**src/rtl/board_clock_pkg.sv**
```systemverilog
// Shared constants and types for the board clock checkout stimulus block.
package board_clock_pkg;

    localparam int TICK_WIDTH = 32;
    localparam int unsigned DEFAULT_TICK_PERIOD = 100000;

    typedef enum logic [1:0] {
        IDLE,
        DIV,
        DONE
    } div_state_t;

endpackage

```
**src/rtl/serial_udiv32.sv**
```systemverilog
// Serial restoring unsigned divider: 32-bit dividend, 33-bit divisor,
// one quotient bit per cycle, start/busy/done handshake.
//
// state | meaning
// IDLE  | waiting for start, operands not captured
// DIV   | 32 shift/subtract iterations in progress
// DONE  | quotient final for one cycle, then back to IDLE
module serial_udiv32
    import board_clock_pkg::*;
(
    input  logic                  sysclk,
    input  logic                  rst,
    input  logic                  start,
    input  logic [TICK_WIDTH-1:0] dividend,
    input  logic [TICK_WIDTH:0]   divisor,
    output logic                  busy,
    output logic                  done,
    output logic [TICK_WIDTH-1:0] quotient
);

    div_state_t state, state_nxt;

    logic [4:0]            iter_cnt;
    logic [TICK_WIDTH:0]   rem;
    logic [TICK_WIDTH:0]   dvs;
    logic [TICK_WIDTH-1:0] quot;
    logic [TICK_WIDTH+1:0] shifted;
    logic [TICK_WIDTH:0]   sub;
    logic                  ge;

    // Remainder stays below the divisor, so the difference always fits in 33 bits.
    assign shifted  = {rem, quot[TICK_WIDTH-1]};
    assign ge       = (shifted >= {1'b0, dvs});
    assign sub      = shifted[TICK_WIDTH:0] - dvs;
    assign quotient = quot;

    always_ff @(posedge sysclk or posedge rst) begin
        if (rst) begin
            state <= IDLE;
        end else begin
            state <= state_nxt;
        end
    end

    always_comb begin
        state_nxt = state;
        busy      = 1'b0;
        done      = 1'b0;
        case (state)
            IDLE: begin
                if (start) state_nxt = DIV;
            end
            DIV: begin
                busy = 1'b1;
                if (iter_cnt == 5'd31) state_nxt = DONE;
            end
            DONE: begin
                busy      = 1'b1;
                done      = 1'b1;
                state_nxt = IDLE;
            end
            default: state_nxt = IDLE;
        endcase
    end

    always_ff @(posedge sysclk or posedge rst) begin
        if (rst) begin
            iter_cnt <= '0;
            rem      <= '0;
            dvs      <= '0;
            quot     <= '0;
        end else if (state == IDLE && start) begin
            iter_cnt <= '0;
            rem      <= '0;
            dvs      <= divisor;
            quot     <= dividend;
        end else if (state == DIV) begin
            iter_cnt <= iter_cnt + 5'd1;
            rem      <= ge ? sub : shifted[TICK_WIDTH:0];
            quot     <= {quot[TICK_WIDTH-2:0], ge};
        end
    end

endmodule

```
**src/rtl/board_clock_stimulus.sv**
```systemverilog
// Window strobe, programmable loopback test clock and ideal per-window
// edge count for the board clock checkout.
module board_clock_stimulus
    import board_clock_pkg::*;
#(
    parameter int unsigned TICK_PERIOD = DEFAULT_TICK_PERIOD,
    parameter int          DIV_WIDTH   = 16
) (
    input  logic                  sysclk,
    input  logic                  rst,
    input  logic [DIV_WIDTH-1:0]  div_half,
    input  logic                  div_load,
    output logic                  div_busy,
    output logic                  sysclk_millice,
    output logic                  testclk_out,
    output logic [TICK_WIDTH-1:0] expected_count,
    output logic                  window_valid
);

    localparam logic [TICK_WIDTH-1:0] TICK_LAST = TICK_WIDTH'(TICK_PERIOD - 1);
    localparam logic [TICK_WIDTH-1:0] TICK_DIVIDEND = TICK_WIDTH'(TICK_PERIOD);
    localparam logic [TICK_WIDTH-1:0] TICK_ONE = TICK_WIDTH'(1);
    localparam logic [DIV_WIDTH-1:0]  DIV_ONE = DIV_WIDTH'(1);

    logic [TICK_WIDTH-1:0] tick_cnt;
    logic [DIV_WIDTH-1:0]  shadow;
    logic [DIV_WIDTH-1:0]  active;
    logic [DIV_WIDTH-1:0]  half_cnt;
    logic [DIV_WIDTH-1:0]  apply_val;
    logic [TICK_WIDTH:0]   divisor;
    logic                  apply;
    logic                  div_start;
    logic                  udiv_busy;
    logic                  udiv_done;
    logic [TICK_WIDTH-1:0] udiv_quot;

    // A request arriving on the apply edge itself wins over the staged value.
    assign apply     = sysclk_millice && div_busy;
    assign apply_val = div_load ? div_half : shadow;
    assign div_start = apply && (apply_val != '0);
    assign divisor   = {{(TICK_WIDTH - DIV_WIDTH){1'b0}}, apply_val, 1'b0};

    always_ff @(posedge sysclk or posedge rst) begin
        if (rst) begin
            tick_cnt       <= '0;
            sysclk_millice <= 1'b0;
        end else begin
            sysclk_millice <= (tick_cnt == TICK_LAST);
            tick_cnt       <= (tick_cnt == TICK_LAST) ? '0 : tick_cnt + TICK_ONE;
        end
    end

    always_ff @(posedge sysclk or posedge rst) begin
        if (rst) begin
            shadow   <= '0;
            div_busy <= 1'b0;
        end else if (apply) begin
            shadow   <= apply_val;
            div_busy <= 1'b0;
        end else if (div_load) begin
            shadow   <= div_half;
            div_busy <= 1'b1;
        end
    end

    always_ff @(posedge sysclk or posedge rst) begin
        if (rst) begin
            active      <= '0;
            half_cnt    <= '0;
            testclk_out <= 1'b0;
        end else if (apply) begin
            active      <= apply_val;
            half_cnt    <= '0;
            testclk_out <= 1'b0;
        end else if (active != '0) begin
            if (half_cnt == active - DIV_ONE) begin
                half_cnt    <= '0;
                testclk_out <= ~testclk_out;
            end else begin
                half_cnt <= half_cnt + DIV_ONE;
            end
        end
    end

    always_ff @(posedge sysclk or posedge rst) begin
        if (rst) begin
            expected_count <= '0;
            window_valid   <= 1'b0;
        end else begin
            if (udiv_done) begin
                expected_count <= udiv_quot;
            end else if (!udiv_busy && active == '0) begin
                expected_count <= '0;
            end
            if (apply) begin
                window_valid <= 1'b0;
            end else if (sysclk_millice && !udiv_busy) begin
                window_valid <= 1'b1;
            end
        end
    end

    serial_udiv32 u_div (
        .sysclk   (sysclk),
        .rst      (rst),
        .start    (div_start),
        .dividend (TICK_DIVIDEND),
        .divisor  (divisor),
        .busy     (udiv_busy),
        .done     (udiv_done),
        .quotient (udiv_quot)
    );

endmodule

```
**config.mk**
```make
export PLATFORM = sky130hd
export DESIGN_NAME = board_clock_stimulus
export DESIGN_NICKNAME = d
export VERILOG_FILES = /design/src/rtl/board_clock_pkg.sv /design/src/rtl/serial_udiv32.sv /design/src/rtl/board_clock_stimulus.sv
export SDC_FILE = /design/constraint.sdc
export NUM_CORES = 1
export LEC_CHECK = 0
export ABC_AREA = 1
export CORE_ASPECT_RATIO = 0.6
export CORE_MARGIN = 3
export CORE_UTILIZATION = 47
export CTS_CLUSTER_SIZE = 40
export DETAILED_ROUTE_END_ITERATION = 8
export GPL_ROUTABILITY_DRIVEN = 0
export PLACE_DENSITY_LB_ADDON = 0.05
export SLEW_MARGIN = 0
export SYNTH_ARGS = -nofsm -noshare
export SYNTH_HDL_FRONTEND = slang
export SYNTH_SLANG_ARGS = --single-unit
```
**constraint.sdc**
```tcl
create_clock -name sysclk -period 8.8 [get_ports sysclk]
set_clock_uncertainty 0.15 [all_clocks]
set_input_delay 1.76 -clock sysclk [delete_from_list [all_inputs] [get_ports sysclk]]
set_output_delay 1.76 -clock sysclk [all_outputs]
set_load 0.005 [all_outputs]
```
Yosys cells after proc, flatten, opt, wreduce, memory -nomap -nowiden
Cells that the tools add are included. W data, S select, Z words.

$lt $le $gt $ge: 1. Add/sub/neg operators: 5. Bitwise logic cells: 1. Mux-type cells: 26. Reduce and logical (&&, ||, !) cells: 19. Eq/ne operators: 7.

Operators with widths (count): $mux W32 (5); $mux W33 (3); $mux W16 (4); $ge A34 B17 Y1 (1); $sub A33 B17 Y33 (1); $add A32 B1 Y32 const B (1); $eq A32 B17 Y1 const B (1); $reduce_bool A16 Y1 (2); $add A16 B1 Y16 const B (1); $eq A16 B16 Y1 (1); $logic_not A16 Y1 (1); $sub A16 B1 Y16 const B (1); $reduce_bool A2 Y1 (6); $mux W5 (2); $mux W1 (9); $add A5 B1 Y5 const B (1); $eq A5 B5 Y1 const B (1); $logic_and A1 B1 Y1 (5); $mux W2 (2); $ne A2 B1 Y1 const B (2); $pmux W2 S2 (1); $reduce_and A2 Y1 (2); $eq A2 B1 Y1 const B (1); $eq A2 B2 Y1 const B (1); other kinds (4) (4).

Register bits after elaboration: 204. Input port bits: 19. Output and inout port bits: 36. Logic and storage cells: 73.

Longest topological paths before layout
Depth after elaboration: 7. Gate-level depth with buffers: 17. Depth with buffers taken out: 17.

By module
A second synthesis with hierarchy kept.

Cell total of the unflattened synthesis: 1824. Area, all modules: 13347.8 µm².

Modules (own cells, without submodules): serial_udiv32 (cells an instance 1060, times used 1, sequential area each 2627.5 µm², area each 7278.2 µm²); board_clock_stimulus (cells an instance 764, times used 1, sequential area each 2902.8 µm², area each 6069.6 µm²).

Worst setup path before layout
Ideal clock, no wire load.

Path type: input-to-reg. Start point: input div_load. End point: register u_div.quot[11], in the netlist u_div.quotient[11]. Setup time: 0.084 ns. Arrival time: 3.136 ns. Stages: 12. Required time: 8.566 ns. Path buffers: 5. Path slack: 5.430 ns. Cell sequence: buf_6 -> buf_4 -> o21ai_1 -> nand4_1 -> nor2_1 -> nand2_1 -> nand3_2 -> buf_6 -> nand2_2 -> buf_6 -> buf_6 -> o22ai_1.

Longest elaborated chain between the ends: 5. Elaborated cells on any way between the ends: 6. Classes of those cells: mux: 2; reduce/logical: 4.

Ends and longest elaborated chain: start, declared (line board_clock_stimulus.sv:12) `input logic div_load,`; $mux W16 *; $reduce_bool A16 Y1 * (line board_clock_stimulus.sv:40) `assign div_start = apply && (apply_val != '0);`; $logic_and A1 B1 Y1 * (line board_clock_stimulus.sv:40); $logic_and A1 B1 Y1 * (line serial_udiv32.sv:72) `end else if (state == IDLE && start) begin`; $mux W32 / $reduce_bool A2 Y1 (equally long branches); end signal, assigned (line serial_udiv32.sv:76) `quot <= dividend;`; end signal, assigned (line serial_udiv32.sv:80) `quot <= {quot[TICK_WIDTH-2:0], ge};`; end, declared (line serial_udiv32.sv:26) `logic [TICK_WIDTH-1:0] quot;`.

Mark *: on every way between the ends. The rest lies on a longest branch, timed or not. A chain may end at the register's enable or synchronous reset.

Worst setup path in the final report
Start point: input div_load. End point: register u_div.rem[16].

Longest elaborated chain between the ends: 5. Elaborated cells on any way between the ends: 6. Classes of those cells: mux: 2; reduce/logical: 4.

Ends and longest elaborated chain: $mux W16 *; $reduce_bool A16 Y1 * (line board_clock_stimulus.sv:40); $logic_and A1 B1 Y1 * (line board_clock_stimulus.sv:40); $logic_and A1 B1 Y1 * (line serial_udiv32.sv:72); $mux W33 / $reduce_bool A2 Y1 (equally long branches); end signal, assigned (line serial_udiv32.sv:79) `rem <= ge ? sub : shifted[TICK_WIDTH:0];`; end, declared (line serial_udiv32.sv:24) `logic [TICK_WIDTH:0] rem;`.

Marks and branches as above.

==> metrics.yaml <==
grt_max_degree: 143
cts_hold_buf: 0
required_ps: 9070
track_usage_pct: 21.98
slew_viol_final: 0
final_nets: 1511
cp_top_family: "buffers and inverters"
min_period_over_period_pct: 63.71
wl_um: 27810
crit_path_max_fanout: 38
r2r_setup_slack_ps: 4740
power_leakage_uw: 0.006137
dp_hpwl_um: 19750
wire_per_inst_um: 15.53
switching_power_uw: 415.1
muxShareOfSynthArea_pct: 0
worstHoldPathCells: 2
yosys.area_share.simple_pct: 25.63
synth_compound_area_share_pct: 10.76
setup_violations: 0
yosysTopAreaCellShare_pct: 46.30
synthAdderAreaFrac_pct: 2.905
switching_share_pct: 22.57
synth_xor_xnor_area_share_pct: 4.686
period_needed_ps: 5606
pwr-share-comb_pct: 2.5
min-delay-start: "u_div.dvs[5]$_DFFE_PP0P_"
die_x_um: 203.7
worst-path-buf-inv: 3
die_height_um: 124.6
synth_top_family_by_area: "simple AND/OR/NAND/NOR gates"
status: "completed"
drive_gt1_share_pct: 3.981
synth_common_cells: "332 x nand2_1, 225 x inv_1, 204 x dfrtp_1"
start_util_pct: 48.91
max_freq_mhz: 178.4
power.density_nw_per_um2: 148.0
cts_made_buffers: 21
grt_overflow: 0
synth_seq_cells: 204
cts_tree: "yes"
yosysMostFrequentCell: "nand2_1"
drc: 0
grt_setup_unrepaired: "false"
num_vias: 9394
core_area_um2: 22540
timing.rr.start: "div_busy$_DFFE_PP0P_"
netlist_area_um2: 11030
areaGrowthSynthToFinish_pct: 12.64
post-cts-setup-buffers: 0
critPathSlowestCell: "clkdlybuf4s50_1"
critical_path_class: "primary input to flop"
synth_area_leaders: "dfrtp_1 46%, nand2_1 11%, inv_1 7.7%"
synth_cells: 1422
drt_iter0_drc: 849
rows: 42
hold_class: "flop to flop"
final_area_um2: 12420
ir_drop_mv: 0.1523
avgSynthCellArea_um2: 7.754
antenna_found_initial: 0
grt_pass1_vias: 8739
syn_nets: 1466
ys_types: 41
ioPinCount: 55
cts_buffer_depth: 3
clock_sinks: 204
r2r_end: "u_div.rem[1]$_DFFE_PP0P_"
cts_resized: 0
finalHoldViolations: 0
final_antenna_net_count: 0
ctsHtreeMaxLevel: 1
whs_endpoint: "u_div.dvs[5]$_DFFE_PP0P_"
via_per_inst: 5.248
dr.pass1.iters: 5
die-area_um2: 25400
async_flop_share_pct: 100.0
crit_path_max_incr_delay_ps: 1110
tns_ps: 0
intPower_uw: 1424
crit_chain: "clkdlybuf4s50_1 > inv_2 > or2_1 > o21ai_2 > nand3_1 > nor2_1 > nand2_1 > nand3_2 > nand2_2 > inv_2 > o21ai_0 > o21ai_0"
clk_pin_slew_ps: 60
hold_slack_ps: 339.9
maxCapViolations: 0
placedInstanceArea_um2: 11780
cp_data_arrival_time_ps: 5880
tightestPinTransition_ps: 1106
rr_worst_depth: 7
crit_path_start_kind: "primary input"
synth_edf_count: 0
synth_area_leader_cell: "dfrtp_1"
insertion_delay_ps: 500
maxSlewHeadroom_pct: 26.17
p_clk_share_pct: 46.1
root_buffer: "clkbuf_16"
endpoint_kind: "flop"
power_frac_seq_pct: 51.4
yosysWarnings: 0
ys_seq_area_share_pct: 46.30
grt_pass1_wl_um: 46040
synth_ff_type: "dfrtp_1"
insertedDiodeCount: 0
numPortBuffers: 54
[how the worst max path moves through the flow]
| stage | start | endpoint | cells past startpoint | slack, ps |
|---|---|---|---|---|
| after floorplan | rst | active[0]$_DFFE_PP0P_ | 1 | 1320 |
| after global placement | div_load | u_div.rem[16]$_DFFE_PP0P_ | 12 | 2850 |
| after detailed placement | div_load | u_div.rem[16]$_DFFE_PP0P_ | 12 | 2730 |
| after CTS | div_load | u_div.rem[16]$_DFFE_PP0P_ | 12 | 3230 |
| after global routing | div_load | u_div.rem[16]$_DFFE_PP0P_ | 12 | 2670 |
| final | div_load | u_div.rem[16]$_DFFE_PP0P_ | 12 | 3190 |
[sequential cells by signal, indices dropped and copies added (netlist names), 5 cells and up]
register / cells
active: 16
tick_cnt: 32
expected_count: 32
u_div.dvs: 16
shadow: 16
u_div.quotient: 32
half_cnt: 16
u_div.rem: 33
u_div.iter_cnt: 5
[cells by family after synthesis]
group	Yosys count
compound gates	210
xor+xnor	59
fa+ha+maj	25
buf+inv	265
flops	204
simple gates	659
[power by group through the flow]
stage	Sequential (uW)	Clock (uW)	Combinational (uW)
3_5_place_dp	963	0	46.7
4_1_cts	946	870	46.9
3_3_place_gp	964	0	45.8
2_1_floorplan	963	0	28.3
5_1_grt	946	909	52.8
6_report	946	848	45.1
[through the flow]
stage	cells	setup slack, ps	util (%)	power, uW
after floorplan	1422	1323	-	991.7
after global placement	1752	2853	52.26	1009
after detailed placement	1752	2727	52.26	1010
after CTS	1790	3234	55.09	1863
after global routing	1790	2671	55.09	1908
final	1790	3194	55.09	1839
[layout make-up]
cell class	instances	area, um^2
sequential	204	5105
timing repair buffer	58	570.5
multi-input combinational	953	4853
clock buffer	28	581.8
fill	2097	10120
inverter	229	867.1
tap	308	385.4
clock inverter	10	57.56
[per-layer routing]
metal,vias to the layer above,GRT usage (%),share of wire [%]
met4,0,3.235,1.2
li1,4688,-,-
met1,4384,38.53,54
met5,-,0,0
met3,25,4.466,8.4
met2,297,27.25,36
[layout by cell type (no fill, tap or decap), drive strengths merged, types with 24 or more instances in the layout]
master / netlist / final
nand2: 333 / 333
inv: 229 / 230
dfrtp: 204 / 204
nor2: 138 / 138
o21ai: 91 / 91
nand3: 90 / 90
o22ai: 66 / 66
clkdlybuf4s50: 0 / 54
a21oi: 37 / 37
xor2: 34 / 34
nor3: 33 / 33
clkbuf: 16 / 28
nand4: 26 / 26
xnor2: 25 / 25
ha: 24 / 24
[worst reg2reg max path, delay by kind of cell (launching register included)]
family	cells	cell delay, ps
and+or+nand+nor	3	1840
DFF	1	390
AOI/OAI and AO/OA	2	350
buffers and inverters	2	1210
Power figures use the tool's default switching activity.
